--- config.mk ---
export PLATFORM = sky130hd
export DESIGN_NAME = pwm_peripheral_flat
export DESIGN_NICKNAME = d
export VERILOG_FILES = /design/src/rtl/pwm_pkg.sv /design/src/rtl/pwm_peripheral_if.sv /design/src/rtl/pwm_in_sync.sv /design/src/rtl/pwm_peripheral.sv /design/src/flat_wrapper.sv
export SDC_FILE = /design/constraint.sdc
export NUM_CORES = 1
export LEC_CHECK = 0
export ABC_AREA = 1
export CAP_MARGIN = 20
export CORE_MARGIN = 2
export CORE_UTILIZATION = 30
export DETAILED_ROUTE_END_ITERATION = 16
export PLACE_DENSITY_LB_ADDON = 0.05
export SLEW_MARGIN = 20
export SYNTH_ARGS = -nofsm -noshare
export SYNTH_HDL_FRONTEND = slang
export SYNTH_SLANG_ARGS = --single-unit
--- constraint.sdc ---
create_clock -name clk -period 2.5 [get_ports clk]
set_clock_uncertainty 0.15 [all_clocks]
set_input_delay 0.5 -clock clk [delete_from_list [all_inputs] [get_ports clk]]
set_output_delay 0.5 -clock clk [all_outputs]
set_load 0.01 [all_outputs]
--- src/rtl/pwm_pkg.sv ---
// -----------------------------------------------------------------------------
// pwm_pkg
//   Shared constants and the PWM compare function for the 16-channel PWM
//   output stage.
//   PWM_CNT_W : width of the PWM period counter and of the duty value
//   DUTY_FULL : duty code that forces a constant-high waveform
//   NUM_CH    : number of output channels (uo_out + uio_out)
//   pwm_level : waveform level for a given counter position and duty
// -----------------------------------------------------------------------------
`timescale 1ns/1ps

package pwm_pkg;

  localparam int         PWM_CNT_W = 8;
  localparam logic [7:0] DUTY_FULL = 8'hFF;
  localparam int         NUM_CH    = 16;

  // 0x00 gives a constant low; 0xFF is special-cased to a constant high so the
  // full-scale code really is 100% rather than 255/256.
  function automatic logic pwm_level(input logic [PWM_CNT_W-1:0] cnt,
                                     input logic [PWM_CNT_W-1:0] duty);
    return (duty == DUTY_FULL) || (cnt < duty);
  endfunction

endpackage

--- src/rtl/pwm_peripheral_if.sv ---
// -----------------------------------------------------------------------------
// pwm_peripheral_if
//   Bundles the SPI register-file side of the PWM stage (enables, mode
//   selects, duty) together with the pad-facing outputs.
//   master : register file / pad side - drives the registers, observes outputs
//   slave  : pwm_peripheral - reads the registers, drives the outputs
//   period_start exists only when PWM_PERIOD_PULSE_EN is defined.
// -----------------------------------------------------------------------------
`timescale 1ns/1ps

interface pwm_peripheral_if import pwm_pkg::*; ();

  logic [7:0]           en_reg_out_7_0;
  logic [7:0]           en_reg_out_15_8;
  logic [7:0]           en_reg_pwm_7_0;
  logic [7:0]           en_reg_pwm_15_8;
  logic [PWM_CNT_W-1:0] pwm_duty_cycle;
  logic [7:0]           uo_out;
  logic [7:0]           uio_out;
  logic [7:0]           uio_oe;

`ifdef PWM_PERIOD_PULSE_EN
  logic                 period_start;

  modport master (
    output en_reg_out_7_0, en_reg_out_15_8, en_reg_pwm_7_0, en_reg_pwm_15_8,
           pwm_duty_cycle,
    input  uo_out, uio_out, uio_oe, period_start
  );

  modport slave (
    input  en_reg_out_7_0, en_reg_out_15_8, en_reg_pwm_7_0, en_reg_pwm_15_8,
           pwm_duty_cycle,
    output uo_out, uio_out, uio_oe, period_start
  );
`else
  modport master (
    output en_reg_out_7_0, en_reg_out_15_8, en_reg_pwm_7_0, en_reg_pwm_15_8,
           pwm_duty_cycle,
    input  uo_out, uio_out, uio_oe
  );

  modport slave (
    input  en_reg_out_7_0, en_reg_out_15_8, en_reg_pwm_7_0, en_reg_pwm_15_8,
           pwm_duty_cycle,
    output uo_out, uio_out, uio_oe
  );
`endif

endinterface

--- src/rtl/pwm_in_sync.sv ---
// -----------------------------------------------------------------------------
// pwm_in_sync
//   Brings an SPI-domain register bus into the clk domain. Two flop stages
//   (s1, s2) are followed by a stability filter: the committed value q only
//   updates when both stages agree, so a bus caught mid-update (or one that
//   keeps changing) is never committed as a torn mixture of bits.
//   A stable change on d appears on q at the third clk edge.
// Ports
//   clk    in   1      system clock
//   rst_n  in   1      asynchronous active-low reset
//   d      in   WIDTH  SPI-domain bus
//   q      out  WIDTH  committed clk-domain value
// -----------------------------------------------------------------------------
`timescale 1ns/1ps

module pwm_in_sync #(
  parameter int WIDTH = 8
) (
  input  logic             clk,
  input  logic             rst_n,
  input  logic [WIDTH-1:0] d,
  output logic [WIDTH-1:0] q
);

  logic [WIDTH-1:0] s1;
  logic [WIDTH-1:0] s2;

  // NOTE: non-blocking assignments make s1 -> s2 -> q a true shift chain;
  // blocking ones would collapse the stages into a single flop.
  always_ff @(posedge clk or negedge rst_n) begin
    if (!rst_n) begin
      s1 <= '0;
      s2 <= '0;
      q  <= '0;
    end else begin
      s1 <= d;
      s2 <= s1;
      if (s1 == s2) begin
        q <= s2;
      end
    end
  end

endmodule

--- src/rtl/pwm_peripheral.sv ---
// -----------------------------------------------------------------------------
// pwm_peripheral
//   16-channel PWM output stage. Register-file inputs are synchronised into
//   the clk domain, one shared 8-bit PWM waveform is generated, and each
//   channel is driven off, static high or PWM.
//   Period = 256 * CLK_DIV clk cycles.
// Parameters
//   CLK_DIV  clk cycles per PWM count step (>= 1)
// Ports
//   clk    in   1   system clock
//   rst_n  in   1   asynchronous active-low reset
//   bus    slave    pwm_peripheral_if: en_reg_out_*, en_reg_pwm_*,
//                   pwm_duty_cycle in; uo_out, uio_out, uio_oe out
// Configuration
//   PWM_PERIOD_PULSE_EN : adds bus.period_start, a registered one-cycle pulse
//                         coinciding with the first cnt == 0 cycle of a period.
// -----------------------------------------------------------------------------
`timescale 1ns/1ps

module pwm_peripheral import pwm_pkg::*; #(
  parameter int CLK_DIV = 3000
) (
  input  logic            clk,
  input  logic            rst_n,
  pwm_peripheral_if.slave bus
);

  localparam int                 PRE_W    = (CLK_DIV > 1) ? $clog2(CLK_DIV) : 1;
  localparam logic [PRE_W-1:0]   PRE_LAST = PRE_W'(CLK_DIV - 1);
  localparam logic [PWM_CNT_W-1:0] CNT_LAST = '1;

  // ---------------------------------------------------------------------------
  // Register synchronisers
  // ---------------------------------------------------------------------------
  logic [7:0]           q_out_lo;
  logic [7:0]           q_out_hi;
  logic [7:0]           q_pwm_lo;
  logic [7:0]           q_pwm_hi;
  logic [PWM_CNT_W-1:0] q_duty;

  pwm_in_sync #(.WIDTH(8)) u_sync_out_lo (
    .clk(clk), .rst_n(rst_n), .d(bus.en_reg_out_7_0),  .q(q_out_lo)
  );
  pwm_in_sync #(.WIDTH(8)) u_sync_out_hi (
    .clk(clk), .rst_n(rst_n), .d(bus.en_reg_out_15_8), .q(q_out_hi)
  );
  pwm_in_sync #(.WIDTH(8)) u_sync_pwm_lo (
    .clk(clk), .rst_n(rst_n), .d(bus.en_reg_pwm_7_0),  .q(q_pwm_lo)
  );
  pwm_in_sync #(.WIDTH(8)) u_sync_pwm_hi (
    .clk(clk), .rst_n(rst_n), .d(bus.en_reg_pwm_15_8), .q(q_pwm_hi)
  );
  pwm_in_sync #(.WIDTH(PWM_CNT_W)) u_sync_duty (
    .clk(clk), .rst_n(rst_n), .d(bus.pwm_duty_cycle),  .q(q_duty)
  );

  logic [NUM_CH-1:0] en_out;
  logic [NUM_CH-1:0] en_pwm;

  assign en_out = {q_out_hi, q_out_lo};
  assign en_pwm = {q_pwm_hi, q_pwm_lo};

  // ---------------------------------------------------------------------------
  // Prescaler and period counter
  // ---------------------------------------------------------------------------
  logic [PRE_W-1:0]     pre;
  logic                 tick;
  logic [PWM_CNT_W-1:0] cnt;
  logic                 wrap;

  assign tick = (pre == PRE_LAST);
  assign wrap = tick && (cnt == CNT_LAST);

  always_ff @(posedge clk or negedge rst_n) begin
    if (!rst_n) begin
      pre <= '0;
    end else if (tick) begin
      pre <= '0;
    end else begin
      pre <= pre + PRE_W'(1);
    end
  end

  always_ff @(posedge clk or negedge rst_n) begin
    if (!rst_n) begin
      cnt <= '0;
    end else if (tick) begin
      cnt <= cnt + PWM_CNT_W'(1);
    end
  end

  // Duty is shadowed at the period wrap so a write never reshapes a period
  // that is already running.
  logic [PWM_CNT_W-1:0] duty_sh;

  always_ff @(posedge clk or negedge rst_n) begin
    if (!rst_n) begin
      duty_sh <= '0;
    end else if (wrap) begin
      duty_sh <= q_duty;
    end
  end

  logic level;
  assign level = pwm_level(cnt, duty_sh);

  // ---------------------------------------------------------------------------
  // Output stage
  // ---------------------------------------------------------------------------
  logic [NUM_CH-1:0] ch_out;
  logic [7:0]        oe;

  // Per channel: en_out ? (en_pwm ? level : 1) : 0, written as a mask.
  always_ff @(posedge clk or negedge rst_n) begin
    if (!rst_n) begin
      ch_out <= '0;
    end else begin
      ch_out <= en_out & (~en_pwm | {NUM_CH{level}});
    end
  end

  // Pads are outputs-only once out of reset.
  always_ff @(posedge clk or negedge rst_n) begin
    if (!rst_n) begin
      oe <= 8'h00;
    end else begin
      oe <= 8'hFF;
    end
  end

  assign bus.uo_out  = ch_out[7:0];
  assign bus.uio_out = ch_out[15:8];
  assign bus.uio_oe  = oe;

`ifdef PWM_PERIOD_PULSE_EN
  // Registered from the wrap condition, so it is high exactly while cnt == 0
  // first appears.
  logic period_start_q;

  always_ff @(posedge clk or negedge rst_n) begin
    if (!rst_n) begin
      period_start_q <= 1'b0;
    end else begin
      period_start_q <= wrap;
    end
  end

  assign bus.period_start = period_start_q;
`endif

endmodule

--- src/flat_wrapper.sv ---
// flat-port wrapper written by rule: the top's interface ports become plain ports
module pwm_peripheral_flat import pwm_pkg::*;
#(
  parameter int CLK_DIV = 3000
)
  (clk, rst_n, bus_en_reg_out_7_0, bus_en_reg_out_15_8, bus_en_reg_pwm_7_0, bus_en_reg_pwm_15_8, bus_pwm_duty_cycle, bus_uo_out, bus_uio_out, bus_uio_oe);
  pwm_peripheral_if bus_i ();
  input  logic clk;
  input  logic rst_n;
  input wire logic [$bits(bus_i.en_reg_out_7_0)-1:0] bus_en_reg_out_7_0;
  input wire logic [$bits(bus_i.en_reg_out_15_8)-1:0] bus_en_reg_out_15_8;
  input wire logic [$bits(bus_i.en_reg_pwm_7_0)-1:0] bus_en_reg_pwm_7_0;
  input wire logic [$bits(bus_i.en_reg_pwm_15_8)-1:0] bus_en_reg_pwm_15_8;
  input wire logic [$bits(bus_i.pwm_duty_cycle)-1:0] bus_pwm_duty_cycle;
  output wire logic [$bits(bus_i.uo_out)-1:0] bus_uo_out;
  output wire logic [$bits(bus_i.uio_out)-1:0] bus_uio_out;
  output wire logic [$bits(bus_i.uio_oe)-1:0] bus_uio_oe;
  assign bus_i.en_reg_out_7_0 = bus_en_reg_out_7_0;
  assign bus_i.en_reg_out_15_8 = bus_en_reg_out_15_8;
  assign bus_i.en_reg_pwm_7_0 = bus_en_reg_pwm_7_0;
  assign bus_i.en_reg_pwm_15_8 = bus_en_reg_pwm_15_8;
  assign bus_i.pwm_duty_cycle = bus_pwm_duty_cycle;
  assign bus_uo_out = bus_i.uo_out;
  assign bus_uio_out = bus_i.uio_out;
  assign bus_uio_oe = bus_i.uio_oe;
  pwm_peripheral #(.CLK_DIV(CLK_DIV)) u_core (.clk(clk), .rst_n(rst_n), .bus(bus_i));
endmodule
## Word-level counts from Yosys, hierarchy flattened

Index checks and enable logic that the tools add are counted.

- Add/sub/neg operators: 2
- Order comparisons: 1
- Equal/unequal tests: 8
- Mux-type cells: 1
- Bitwise operators: 3
- Reductions and logical operators: 2

Operators by type and width:

| cell | number |
|---|---|
| $eq 8x8->1 | 5 |
| $and 16x16->16 | 1 |
| $eq 8x8->1 const B | 2 |
| $not 16->16 | 1 |
| $or 16x16->16 | 1 |
| $add 12x1->12 const B | 1 |
| $eq 12x12->1 const B | 1 |
| $mux 12 | 1 |
| $add 8x1->8 const B | 1 |
| $lt 8x8->1 | 1 |
| $logic_and 1x1->1 | 1 |
| $logic_or 1x1->1 | 1 |

- Register bits after elaboration: 165
- Input port bits: 42
- Output and inout bits: 24
- Logic and storage cells: 37

## Depth between registers and ports, before layout

- Depth in word-level cells: 4
- Gate-level depth with buffers: 12
- Mapped depth without buffers: 11

## By module

From an unflattened synthesis, not the netlist that was laid out.

- Cells, all modules: 652
- Area total of the unflattened synthesis: 6448.7 µm²

Modules (own cells, without submodules):

| module | instances | cells an instance | area each (µm²) | sequential area each (µm²) |
|---|---|---|---|---|
| pwm_in_sync | 5 | 77 | 839.6 | 600.6 |
| pwm_peripheral | 1 | 267 | 2250.9 | 1126.1 |

## Worst setup path after synthesis

OpenSTA, ideal clock, no wires.

- Path type: register to register
- Start: register u_core.cnt[3]
- End: register u_core.ch_out[10]
- Library setup time: 0.113 ns
- Arrival: 1.408 ns
- Data required time: 2.237 ns
- Slack: 0.829 ns
- Cell stages (with the launch flop): 12
- Path buffers: 1
- Cell sequence: dfrtp_1 -> ha_1 -> nand2_1 -> inv_1 -> nand2_1 -> nand2_1 -> nand2_1 -> nand2_1 -> buf_2 -> nand3_1 -> nand2_1 -> inv_1

- Longest elaborated chain between the ends: 4

RTL lines:

| element | RTL line | text |
|---|---|---|
| start, declared | pwm_peripheral.sv:68 | `logic [PWM_CNT_W-1:0] cnt;` |
| start signal, assigned | pwm_peripheral.sv:88 | `cnt <= cnt + PWM_CNT_W'(1);` |
| $lt 8x8->1 | pwm_pkg.sv:22 | `return (duty == DUTY_FULL) \|\| (cnt < duty);` |
| $logic_or 1x1->1 | pwm_pkg.sv:22 |  |
| $or 16x16->16 | pwm_peripheral.sv:118 | `ch_out <= en_out & (~en_pwm \| {NUM_CH{level}});` |
| $and 16x16->16 | pwm_peripheral.sv:118 |  |
| end signal, assigned | pwm_peripheral.sv:118 |  |
| end, declared | pwm_peripheral.sv:110 | `logic [NUM_CH-1:0] ch_out;` |

No other way between the ends.
A chain may end at the register's enable or synchronous reset.

## Worst setup path after layout

- Start: register u_core.bus.uio_oe[0] (netlist name)
- End: output port bus_uio_oe[1]

RTL lines:

| element | RTL line | text |
|---|---|---|
| end, declared | flat_wrapper.sv:17 | `output wire logic [$bits(bus_i.uio_oe)-1:0] bus_uio_oe;` |

No word-level cell between the ends.

==> out/metrics.yaml <==
routing:
  drc: 0
  drt_pass1_iterations: 4
  drtAntennaViolNets: 0
  viasPerCell: 4.17
  wire_per_inst_um: 12.7
  drt-total-wl_um: 11800
  drt-initial-drc-count: 183
  routed-via-count: 3887
floorplanning:
  fp.dieW_um: 149
  rows: 53
  pin_count: 66
  die_height_um: 149
  core_area_um2: 20900
  fp.dieArea_um2: 22300
  initial_utilization: 0.304
placement:
  routabilityCongestion: 0.746
  dpl_worst_slack_ns: 0.491
  portBuffers: 65
  dpl.hpwl_um: 8310
synth:
  ys.flop_type: "dfrtp_1"
  syn_nets: 616
  synth_common_cells: "dfrtp_1, nand2_1, nand3_1"
  synth_top_area_frac: 0.651
  yosysWarnings: 0
  ys_ff_latch: 165
  yosysUniqueCellTypes: 30
  synth_area_leaders: "dfrtp_1, nand2_1, nand3_1, xor2_1, xnor2_1"
  synth_edf_count: 0
  synth_area_um2: 6340
  yosysSeqAreaShare: 0.651
  synth_cells: 565
  synth.largest_area_cell: "dfrtp_1"
  avgSynthCellArea_um2: 11.2
  async_reset_ff_frac: 1.00
  post-synth-top-count-cell: "dfrtp_1"
clock_network:
  numCtsBuffers: 17
  clkSinkCount: 165
  cts-root-buf: "clkbuf_16"
  insertion_delay_ns: 0.42
  cts_tree: "yes"
  clk_pin_slew_ns: 0.07
  cts_max_path_buffers: 2
  htree_levels: 4
power:
  peakVddDrop_v: 0.000417
  leakagePower_uw: 0.00379
  power_density_nw_per_um2: 761
setup_path:
  ff2ff_path_depth: 8
  cp.required_ns: 1.85
  cp.arrival_ns: 1.44
  crit_path_top_delay_cell: "clkdlybuf4s50_1"
  path_cells: "clkdlybuf4s50_1"
  endpoint_kind: "output pin"
  crit_buf_inv: 1
  worstSetupPathDepth: 1
  worstPathMaxFanout: 8
  critPathKind: "register to output pin"
  crit_family: "buffers and inverters"
  slowest_delay_ns: 0.58
  worstSetupStartpointType: "register"
global_route:
  antenna_found_initial: 0
  grt_pass1_vias: 4001
  gr-total-overflow: 0
  grt_pass1_wl_um: 20400
  track_usage: 0.117
  grt_max_degree: 58
finish:
  largest_register_ffs: 16
  nets: 695
  drive_gt1_frac: 0.0974
  largest_registers: "u_core.ch_out: 16 flops, u_core.pre: 12 flops"
  diodes: 0
  top_register: "u_core.ch_out"
  area_growth_pct: 24.6
  fillers: 2042
sta:
  fin_crit_ns: 2.09
  hold_viol_final: 0
  setup_viol: 0
  worstMarginPinSlew_ns: 0.647
  worst_slack_ns: 0.411
  rsz0062_at_grt: "no"
  slew_viol_final: 0
  max_freq_ghz: 0.479
  timing.slew.headroom: 0.566
  min_period_over_period: 0.836
  fin_tns_setup_ns: 0
run_status:
  status: "complete, no violations"
hold_path:
  holdPathStages: 0
  hold_path_class: "register to register"
flow_run:
  max-cap-violations: 0
==> worst register-to-register path, delay by kind of cell, from the launching register on <==
kind / cells / cell delay [ns]
buf+inv: 1 / 0.06
flops: 1 / 0.41
fa+ha+maj: 1 / 0.30
compound gates: 1 / 0.15
simple gates: 5 / 0.87
==> report_power, final <==
| part | internal, uW | switching (uW) |
|---|---|---|
| Clock | 1440 | 1100 |
| Combinational | 246 | 236 |
| Sequential | 2870 | 125 |
==> timing repair <==
action / 4_1_cts / 5_1_grt
hold buffers: 1 / 0
resized for setup: 0 / 0
endpoints found under the hold margin: 17 / 0
setup buffers: 0 / 0
==> path summary, 6_finish.rpt <==
kind                                             from                         end  slack, ns
setup / recovery                 u_core.bus.uio_oe[0]               bus_uio_oe[1]       0.41
hold / removal             u_core.u_sync_out_hi.s1[4]  u_core.u_sync_out_hi.s2[4]       0.24
setup reg to reg                        u_core.cnt[5]           u_core.ch_out[14]       0.51
hold reg to reg            u_core.u_sync_out_hi.s1[4]  u_core.u_sync_out_hi.s2[4]       0.24
max in group asynchronous                       rst_n           u_core.ch_out[11]       1.11
min in group asynchronous                       rst_n  u_core.u_sync_pwm_lo.s2[5]       0.37
==> metrics by stage <==
step / total power, uW / hold WS, ns / area, um^2 / cells / utilization
CTS: 6140 / 0.244 / 7900 / 932 / 0.378
detailed placement: 3550 / 0.213 / 7320 / 899 / 0.350
global route: 6330 / 0.253 / 7900 / 932 / 0.378
global placement: 3540 / 0.211 / 7320 / 899 / 0.350
finish: 6020 / 0.244 / 7900 / 932 / 0.378
floorplan: 3260 / 0.0544 / 6340 / 565 / -
==> cell usage in the layout, fill, tap and decap left out, types with 9 or more instances in the layout <==
cell type / instances
dfrtp_1: 165
ha_1: 9
inv_1: 39
clkdlybuf4s50_1: 64
nor3_4: 10
xor2_1: 28
xnor2_1: 22
nand2_1: 162
nor2_1: 11
clkbuf_16: 17
nand3_1: 68
==> area by class of cell <==
class                   count  area, um^2  share of cell area
clock inverters            12         118              0.0149
repair buffers             70         717              0.0907
clock buffers              20         457              0.0578
multi-input cells         345        1970               0.249
well taps                 275         344              0.0435
inverters                  45         169              0.0214
flip-flops and latches    165        4130               0.522
==> cells by family (layout without fill, tap and decap cells) <==
| kind of cell | Yosys count | after routing | share of synthesized area |
|---|---|---|---|
| AND/OR/NAND/NOR | 275 | 275 | 0.215 |
| flip-flops | 165 | 165 | 0.651 |
| buffers and inverters | 55 | 147 | 0.0383 |
| XOR/XNOR | 50 | 50 | 0.0690 |
| AO/OA/AOI/OAI | 10 | 10 | 0.00828 |
| adder cells (fa/ha/maj) | 9 | 9 | 0.0178 |
| other | 1 | 1 | 0.000591 |
==> routing by layer <==
layer  wire, um  part of all wire  global-route usage  vias to the layer above
met4        136             0.012              0.0429                        0
met2       5630              0.48               0.177                       63
met5          0                 0                   0                        -
met1       5600              0.47               0.160                     1859
met3        440             0.037              0.0358                       10
li1           -                 -                   -                     1955
Power figures use the tool's default switching activity.
